### src/rtl/fft8_pkg.sv
// fft8_pkg: shared widths, twiddle ROM, FSM states and index helper for the FFT8 feeder.
package fft8_pkg;
    localparam int CW = 16;
    localparam int HW = CW / 2;
    // Q1.6 halves {re, im}: {64,0}, {45,-45}, {0,-64}, {-45,-45}
    localparam logic [CW-1:0] TW_ROM [4] = '{16'h4000, 16'h2DD3, 16'h00C0, 16'hD3D3};
    typedef enum logic [1:0] {IDLE, STREAM, FLUSH} state_t;
    function automatic logic [2:0] bitrev3(input logic [2:0] x);
        return {x[0], x[1], x[2]};
    endfunction
endpackage

### src/rtl/fft8_pingpong_buf.sv
// fft8_pingpong_buf: two 8-entry sample banks with full flags, filled by a
// valid/ready writer and released one frame at a time by the reader.
module fft8_pingpong_buf #(
    parameter int N = 16
) (
    input  logic         clk,
    input  logic         clear,
    input  logic [N-1:0] i_wr_data,
    input  logic         i_wr_valid,
    output logic         o_wr_ready,
    input  logic [3:0]   i_rd_addr,
    input  logic         i_rd_done,
    output logic [N-1:0] o_rd_data,
    output logic         o_rd_bank,
    output logic         o_rd_full,
    output logic         o_other_full
);
    logic [N-1:0] r_mem [16];
    logic [1:0]   r_full;
    logic         r_wr_bank;
    logic         r_rd_bank;
    logic [2:0]   r_wr_idx;
    logic         w_wr;
    logic         w_wr_last;

    assign o_wr_ready   = !r_full[r_wr_bank];
    assign w_wr         = i_wr_valid && o_wr_ready;
    assign w_wr_last    = w_wr && (r_wr_idx == 3'd7);
    assign o_rd_data    = r_mem[i_rd_addr];
    assign o_rd_bank    = r_rd_bank;
    assign o_rd_full    = r_full[r_rd_bank];
    assign o_other_full = r_full[~r_rd_bank];

    always_ff @(posedge clk)
        if (w_wr) r_mem[{r_wr_bank, r_wr_idx}] <= i_wr_data;

    // a completing write and a completing read always target different banks
    always_ff @(posedge clk or posedge clear)
        if (clear) begin
            r_full    <= '0;
            r_wr_bank <= 1'b0;
            r_rd_bank <= 1'b0;
            r_wr_idx  <= '0;
        end else begin
            if (w_wr) r_wr_idx <= r_wr_idx + 3'd1;
            if (w_wr_last) r_wr_bank <= ~r_wr_bank;
            if (i_rd_done) r_rd_bank <= ~r_rd_bank;
            r_full <= (r_full | ({1'b0, w_wr_last} << r_wr_bank)) & ~({1'b0, i_rd_done} << r_rd_bank);
        end
endmodule

### src/rtl/fft8_feeder.sv
// fft8_feeder: frames input samples through ping-pong banks and streams them with sel/twiddles,
// padding with zero frames to drain the FFT. FFT_FEEDER_BITREV_EN selects bit-reversed read order.
module fft8_feeder
    import fft8_pkg::*;
#(
    parameter int N            = CW,
    parameter int FLUSH_FRAMES = 1
) (
    input  logic         clk,
    input  logic         clear,
    input  logic [N-1:0] in_data,
    input  logic         in_valid,
    output logic         in_ready,
    output logic [N-1:0] a,
    output logic [N-1:0] c,
    output logic [N-1:0] d,
    output logic [2:0]   sel,
    output logic         run,
    output logic         frame_start
);
    localparam int FW = (FLUSH_FRAMES > 1) ? $clog2(FLUSH_FRAMES) : 1;

    state_t         r_state;
    state_t         w_nstate;
    logic [2:0]     r_sel;
    logic [2:0]     w_nsel;
    logic [2:0]     w_idx;
    logic [FW-1:0]  r_fcnt;
    logic [FW-1:0]  w_nfcnt;
    logic           w_rd_done;
    logic           w_rd_full;
    logic           w_other_full;
    logic           w_rd_bank;
    logic [N-1:0]   w_rd_data;
    logic [N-1:0]   w_tw [4];
    logic [N-1:0]   w_a;
    logic [N-1:0]   w_c;
    logic [N-1:0]   w_d;
    logic           w_run;
    logic           w_fs;
    logic [N-1:0]   r_a;
    logic [N-1:0]   r_c;
    logic [N-1:0]   r_d;
    logic           r_run;
    logic           r_fs;

    for (genvar k = 0; k < 4; k++) begin : g_tw
        assign w_tw[k] = {(N/2)'(signed'(TW_ROM[k][CW-1:HW])), (N/2)'(signed'(TW_ROM[k][HW-1:0]))};
    end

`ifdef FFT_FEEDER_BITREV_EN
    assign w_idx = bitrev3(w_nsel);
`else
    assign w_idx = w_nsel;
`endif

    // the address targets the bank that will be current after this edge
    fft8_pingpong_buf #(.N(N)) u_buf (
        .clk          (clk),
        .clear        (clear),
        .i_wr_data    (in_data),
        .i_wr_valid   (in_valid),
        .o_wr_ready   (in_ready),
        .i_rd_addr    ({w_rd_bank ^ w_rd_done, w_idx}),
        .i_rd_done    (w_rd_done),
        .o_rd_data    (w_rd_data),
        .o_rd_bank    (w_rd_bank),
        .o_rd_full    (w_rd_full),
        .o_other_full (w_other_full)
    );

    always_ff @(posedge clk or posedge clear)
        if (clear) begin
            r_state <= IDLE;
            r_sel   <= '0;
            r_fcnt  <= '0;
            r_a     <= '0;
            r_c     <= '0;
            r_d     <= '0;
            r_run   <= 1'b0;
            r_fs    <= 1'b0;
        end else begin
            r_state <= w_nstate;
            r_sel   <= w_nsel;
            r_fcnt  <= w_nfcnt;
            r_a     <= w_a;
            r_c     <= w_c;
            r_d     <= w_d;
            r_run   <= w_run;
            r_fs    <= w_fs;
        end

    always_comb begin
        w_nstate  = r_state;
        w_nsel    = r_sel + 3'd1;
        w_nfcnt   = r_fcnt;
        w_rd_done = 1'b0;
        case (r_state)
            IDLE: begin
                w_nsel = '0;
                if (w_rd_full) w_nstate = STREAM;
            end
            STREAM: if (r_sel == 3'd7) begin
                w_rd_done = 1'b1;
                w_nfcnt   = '0;
                w_nstate  = w_other_full ? STREAM : (FLUSH_FRAMES == 0) ? IDLE : FLUSH;
            end
            FLUSH: if (r_sel == 3'd7) begin
                if (w_rd_full) w_nstate = STREAM;
                else if (r_fcnt == FW'(FLUSH_FRAMES - 1)) w_nstate = IDLE;
                else w_nfcnt = r_fcnt + FW'(1);
            end
            default: w_nstate = IDLE;
        endcase
    end

    always_comb begin
        w_run = (w_nstate != IDLE);
        w_a   = (w_nstate == STREAM) ? w_rd_data : '0;
        w_c   = w_run ? w_tw[w_nsel[1:0]] : '0;
        w_d   = w_run ? w_tw[{w_nsel[0], 1'b0}] : '0;
        w_fs  = w_run && (w_nsel == 3'd0);
    end

    assign a           = r_a;
    assign c           = r_c;
    assign d           = r_d;
    assign sel         = r_sel;
    assign run         = r_run;
    assign frame_start = r_fs;
endmodule

### config.mk
export PLATFORM = sky130hd
export DESIGN_NAME = fft8_feeder
export DESIGN_NICKNAME = d
export VERILOG_FILES = /design/src/rtl/fft8_pkg.sv /design/src/rtl/fft8_pingpong_buf.sv /design/src/rtl/fft8_feeder.sv
export SDC_FILE = /design/constraint.sdc
export NUM_CORES = 1
export LEC_CHECK = 0
export CORE_MARGIN = 5
export CORE_UTILIZATION = 58
export CTS_CLUSTER_SIZE = 25
export DETAILED_ROUTE_END_ITERATION = 8
export HOLD_SLACK_MARGIN = 0.06
export PLACE_DENSITY = 0.78
export REMOVE_ABC_BUFFERS = 1
export SKIP_LAST_GASP = 1
export SYNTH_ARGS = -nofsm -noshare
export SYNTH_HDL_FRONTEND = slang
export SYNTH_SLANG_ARGS = --single-unit
export TNS_END_PERCENT = 10
### constraint.sdc
create_clock -name clk -period 2.7 [get_ports clk]
set_input_delay 0.54 -clock clk [delete_from_list [all_inputs] [get_ports clk]]
set_output_delay 0.54 -clock clk [all_outputs]
set_load 0.05 [all_outputs]
; Yosys cells after proc, flatten, opt, wreduce, memory -nomap -nowiden
; Memory sizes are Yosys's and may differ from the RTL's.
; Cells that the tools add are included.
[classes]
add_sub_neg = 3
order_cmp = 5
n_eq_ne = 8
shifts = 2
n_mux = 32
n_bitwise = 8
reduce_logical = 9
[ops]
columns = op, n
row1 = $mux W16, 7
row2 = $bmux W16 S2, 2
row3 = $mux W1, 14
row4 = $mux W2, 6
row5 = $add A3 B1 Y3 const B, 2
row6 = $eq A3 B3 Y1 const B, 2
row7 = $ge A3 B3 Y1 const B, 2
row8 = $lt A1 B2 Y1 const B, 3
row9 = $ne A2 B2 Y1 const B, 3
row10 = $not A2 Y3, 2
row11 = $pmux W2 S3, 1
row12 = $eq A2 B1 Y1 const B, 2
row13 = $reduce_and A4 Y1, 1
row14 = $reduce_bool A2 Y1, 2
row15 = $shl A1 B1 Y2, 2
row16 = $logic_and A1 B1 Y1, 3
row17 = $logic_not A3 Y1, 1
row18 = $mux W3, 1
row19 = $and A2 B2 Y2, 1
row20 = $eq A2 B2 Y1 const B, 1
row21 = $logic_not A2 Y1, 1
row22 = $not A1 Y1, 2
row23 = $not A2 Y2, 1
row24 = $or A2 B2 Y2, 1
row25 = other kinds (4), 4
[totals]
reg_bits = 63
ramBits = 256
in_bits = 19
out_inout_bits = 54
memories = 1
[mem_list]
columns = name, depth, width, rd, rd_ports_with_merged_regs, write_ports, line_no
row1 = u_buf.r_mem, 16, 16, 1, 0, 1, fft8_pingpong_buf.sv:18  ; logic [N-1:0] r_mem [16];

; Depth between registers and ports, before layout
[logic_depth]
word_depth = 8
ltp_mapped = 9

; Cells and area by module
; From an unflattened synthesis, not the netlist that was laid out.
[unflattened]
hier_cells = 560
area_unflattened_um2 = 11496.0
[by_module_without_submodules]
columns = module, instances, cells_each, area_each_um2
row1 = fft8_pingpong_buf, 1, 446, 10128.5
row2 = fft8_feeder, 1, 114, 1367.6

; Worst setup path after synthesis
; No wires, ideal clock.
[synth_timing]
path_kind = register to register
from = reg r_sel[0], in the netlist sel[0]
to = reg r_a[14], in the netlist a[14]
setup_ns = 0.122
arrival_ns = 2.162
t_required_ns = 2.578
path_slack_ns = 0.416
stages_incl_launch_ff = 10
period_less_slack_ns = 2.284
cell_sequence = dfrtp_1 -> ha_1 -> ha_1 -> nand2_1 -> nor2_1 -> ha_1 -> and3_1 -> buf_4 -> buf_6 -> a32o_1
[synth_via]
elab_chain_len = 6
[synth_lines]
columns = item, line_no
row1 = from (decl), fft8_feeder.sv:25  ; logic [2:0] r_sel;
row2 = from (signal assigned), fft8_feeder.sv:84  ; r_sel <= w_nsel;
row3 = $eq A3 B3 Y1, fft8_feeder.sv:103  ; STREAM: if (r_sel == 3'd7) begin
row4 = $mux W1, fft8_feeder.sv:103
row5 = $mux W1, fft8_feeder.sv:98  ; case (r_state)
row6 = named net u_buf.i_rd_done, fft8_pingpong_buf.sv:12  ; input logic i_rd_done,
row7 = $xor A1 B1 Y1, fft8_feeder.sv:64  ; .i_rd_addr ({w_rd_bank ^ w_rd_done, w_idx}),
row8 = $mem_v2 Z16 W16, --
row9 = $mux W16, fft8_feeder.sv:119  ; w_a = (w_nstate == STREAM) ? w_rd_data : '0;
row10 = named net w_a[14], fft8_feeder.sv:36  ; logic [N-1:0] w_a;
row11 = to (signal assigned), fft8_feeder.sv:86  ; r_a <= w_a;
row12 = to (decl), fft8_feeder.sv:41  ; logic [N-1:0] r_a;
; The timed path passes the listed nets, and every way through them passes these cells.
; A chain may end at the register's enable or synchronous reset.

; Worst setup path in the final report
[layout_timing]
from = reg r_sel[0], in the netlist sel[0]
to = out sel[0]
[layout_rtl]
columns = item, line_no
row1 = to (decl), fft8_feeder.sv:17  ; output logic [2:0] sel,
; No word-level cell between the ends.

==> results.cfg <==
[timing]
period_minus_slack_ns = 2.56
tns_ns = 0
finalSetupViolations = 0
fmax_mhz = 390
skew_ns = 0.0220
slew_viol_final = 0
holdWs_ns = 0.399
rsz0062_at_grt = true
relSlewSlack_pct = 27.5
hold_violations = 0
tightest_slew_ns = 1.08
min_period_over_period_pct = 95.0

[power]
power_frac_comb_pct = 43.4
leakagePower_nw = 4.75
vdd_drop_max_mv = 0.983
p_seq_share_pct = 33.5
p_per_area_mw_per_mm2 = 1260
clockPowerShare_pct = 23.1
internal_power_w = 0.0104
swShare_pct = 39.5
p_switching_w = 0.00677

[detailed_routing]
dr.pass1.iters = 5
drt_iter0_drc = 919
postRouteAntennaNets = 0
vias_per_cell = 6.22
avgRoutedWirePerCell_um = 25.6
vias = 6921
wl_um = 28500
drc = 0

[layout]
fin_nets = 853
final_core_util_pct = 67.8
antennaDiodeCount = 0
fin_cells = 1113
layout-drive-gt1-share_pct = 14.5
nFillCells = 1334
syn_to_final_growth_pct = 16.3

[yosys]
ys_async_sr_fraction_pct = 12.3
synth-edff-count = 256
ys.warnings.count = 0
synth-main-ff-cell = edfxtp_1
netlist-cell-type-count = 44
yosysSeqAreaShare_pct = 73.5
synthesis.area_mm2 = 0.0117
ys_ff_latch = 292
syn_inst = 752
synth.avg_cell_area_um2 = 15.5

[min_path]
hold_class = in -> async

[clock_network]
worst_skew_pair.late_latency_ns = 0.56
h-tree-depth = 1
root_buffer = clkbuf_16
cts_sinks = 292
cts.clk_slew.worst_paths_ns = 0.07
cts_buffer_depth = 3
cts_tree = yes
cts_made_buffers = 29

[worst_setup_path]
cpPeakStageDelay_ns = 0.84
start_kind = flop
worst-setup-path-type = reg -> out
path_max_fanout = 11
worstPathCellList = buf_4, clkdlybuf4s50_1
r2r_start = sel[0]
cp-end-kind = output pin
slowest_stage = clkdlybuf4s50_1
critPathLaunch = sel[0]
cp.arrival_ns = 2.02
required_ns = 2.16

[placement]
dp_hpwl_um = 18000
placed_cells = 1058
port_buffers = 56
place.gp.congestion = 0.879

[floorplan]
dieArea_mm2 = 0.0231
initial_core_util_pct = 58.3
ios = 73
rows = 52
core_area_mm2 = 0.0200
die_h_um = 152
die_w_um = 152

[global_routing]
grt_max_degree = 51
grt-ovfl-total = 0
antenna_found_initial = 0
grt_pass1_vias = 6787
track_usage_pct = 24.2
grt_pass1_wl_um = 42600

[status]
status = finished clean

[flow_run]
drv_cap = 0
[power groups by stage]
stage	clock [W]	combinational [W]	sequential, W
after CTS	0.00401	0.00729	0.00574
final	0.00396	0.00744	0.00575
after global routing	0.00422	0.00784	0.00578
after detailed placement	0	0.00724	0.00583
after global placement	0	0.00705	0.00581
after floorplan	0	0.00356	0.00680
[sequential cells by signal, indices dropped and copies added (netlist names)]
register         flops
u_buf.r_mem        256
a                   16
c                    5
sel                  3
u_buf.r_wr_idx       3
r_state              2
u_buf.r_full         2
d                    1
frame_start          1
run                  1
u_buf.o_rd_bank      1
u_buf.r_wr_bank      1
[cells in the final DEF, fill, tap and decap left out, drive strengths merged, types with 30 or more instances in the layout]
master / count
buf: 33
edfxtp: 256
nand2: 44
mux2: 34
o221ai: 30
o21ai: 61
clkbuf: 41
o22ai: 30
mux2i: 35
clkdlybuf4s50: 55
dfrtp: 36
[final timing paths]
check	to	slack [ns]	cells past startpoint
hold reg to reg	u_buf.r_wr_idx[0]	0.57	1
max in group asynchronous	u_buf.r_wr_idx[1]	1.59	3
min in group clk	u_buf.r_wr_idx[0]	0.57	1
setup / recovery	sel[0]	0.14	2
setup reg to reg	a[6]	0.16	6
hold / removal	a[15]	0.40	2
[synthesized netlist by cell type (2+ instances only)]
library cell / n / area share (%)
edfxtp_1: 256 / 66
o21ai_0: 61 / 2.6
nand2_1: 43 / 1.4
dfrtp_1: 36 / 7.7
mux2i_1: 35 / 3.0
mux2_2: 34 / 3.3
o221ai_1: 30 / 2.2
o22ai_1: 30 / 1.6
buf_4: 28 / 1.8
nor2_1: 28 / 0.90
a21oi_1: 17 / 0.73
and2_1: 17 / 0.91
buf_2: 17 / 0.73
clkbuf_1: 17 / 0.55
nand2b_1: 16 / 0.86
or3_1: 15 / 0.80
ha_1: 14 / 1.5
a22o_1: 10 / 0.75
inv_1: 10 / 0.32
a22o_2: 5 / 0.43
buf_1: 3 / 0.096
nor2b_1: 3 / 0.16
xnor2_1: 3 / 0.22
a22oi_1: 2 / 0.13
a31oi_1: 2 / 0.11
buf_6: 2 / 0.19
[cell families after synthesis]
kind of cell | share of synthesized area (%)
buffers and inverters | 3.68
XOR/XNOR | 0.225
adder cells (fa/ha/maj) | 1.50
other | 0.0321
AO/OA/AOI/OAI | 9.06
flip-flops | 73.5
multiplexers | 6.28
AND/OR/NAND/NOR | 5.70
[repair_timing]
item | in CTS | in global routing
setup buffers | 0 | 1
pin swaps | 0 | 1
hold buffers | 0 | 0
endpoints found under the setup margin | 1 | 15
resized for setup | 1 | 0
[stage by stage]
step | setup slack (ns) | total power (W) | cell area, µm²
6_report | 0.135 | 0.0171 | 13600
2_1_floorplan | -2.61 | 0.0104 | 11300
3_3_place_gp | -0.0170 | 0.0129 | 12600
5_1_grt | -0.0131 | 0.0178 | 13600
4_1_cts | 0.110 | 0.0170 | 13600
3_5_place_dp | -0.107 | 0.0131 | 12600
[area by class of cell]
| type | instances | area, µm² | share of cell area [%] |
|---|---|---|---|
| flip-flops and latches | 292 | 8590 | 63.2 |
| multi-input cells | 398 | 2720 | 20.0 |
| repair buffers | 89 | 945 | 6.95 |
| clock buffers | 41 | 821 | 6.04 |
| well taps | 270 | 338 | 2.49 |
| clock inverters | 13 | 136 | 1.00 |
| inverters | 10 | 37.5 | 0.276 |
[worst max-delay path, delay by kind of cell, from the launching register on]
kind	cells	cell delay (ns)
buffers and inverters	2	1.05
DFF	1	0.43
[layer usage]
metal  routed length (µm)  global-route usage [%]  up-vias
met2                13100                    37.3      402
met4                 1100                    8.99        0
met3                 2630                    4.27       68
li1                     -                       -     2976
met1                11600                    35.2     3475
met5                    0                       0        -
Power figures use the tool's default switching activity.
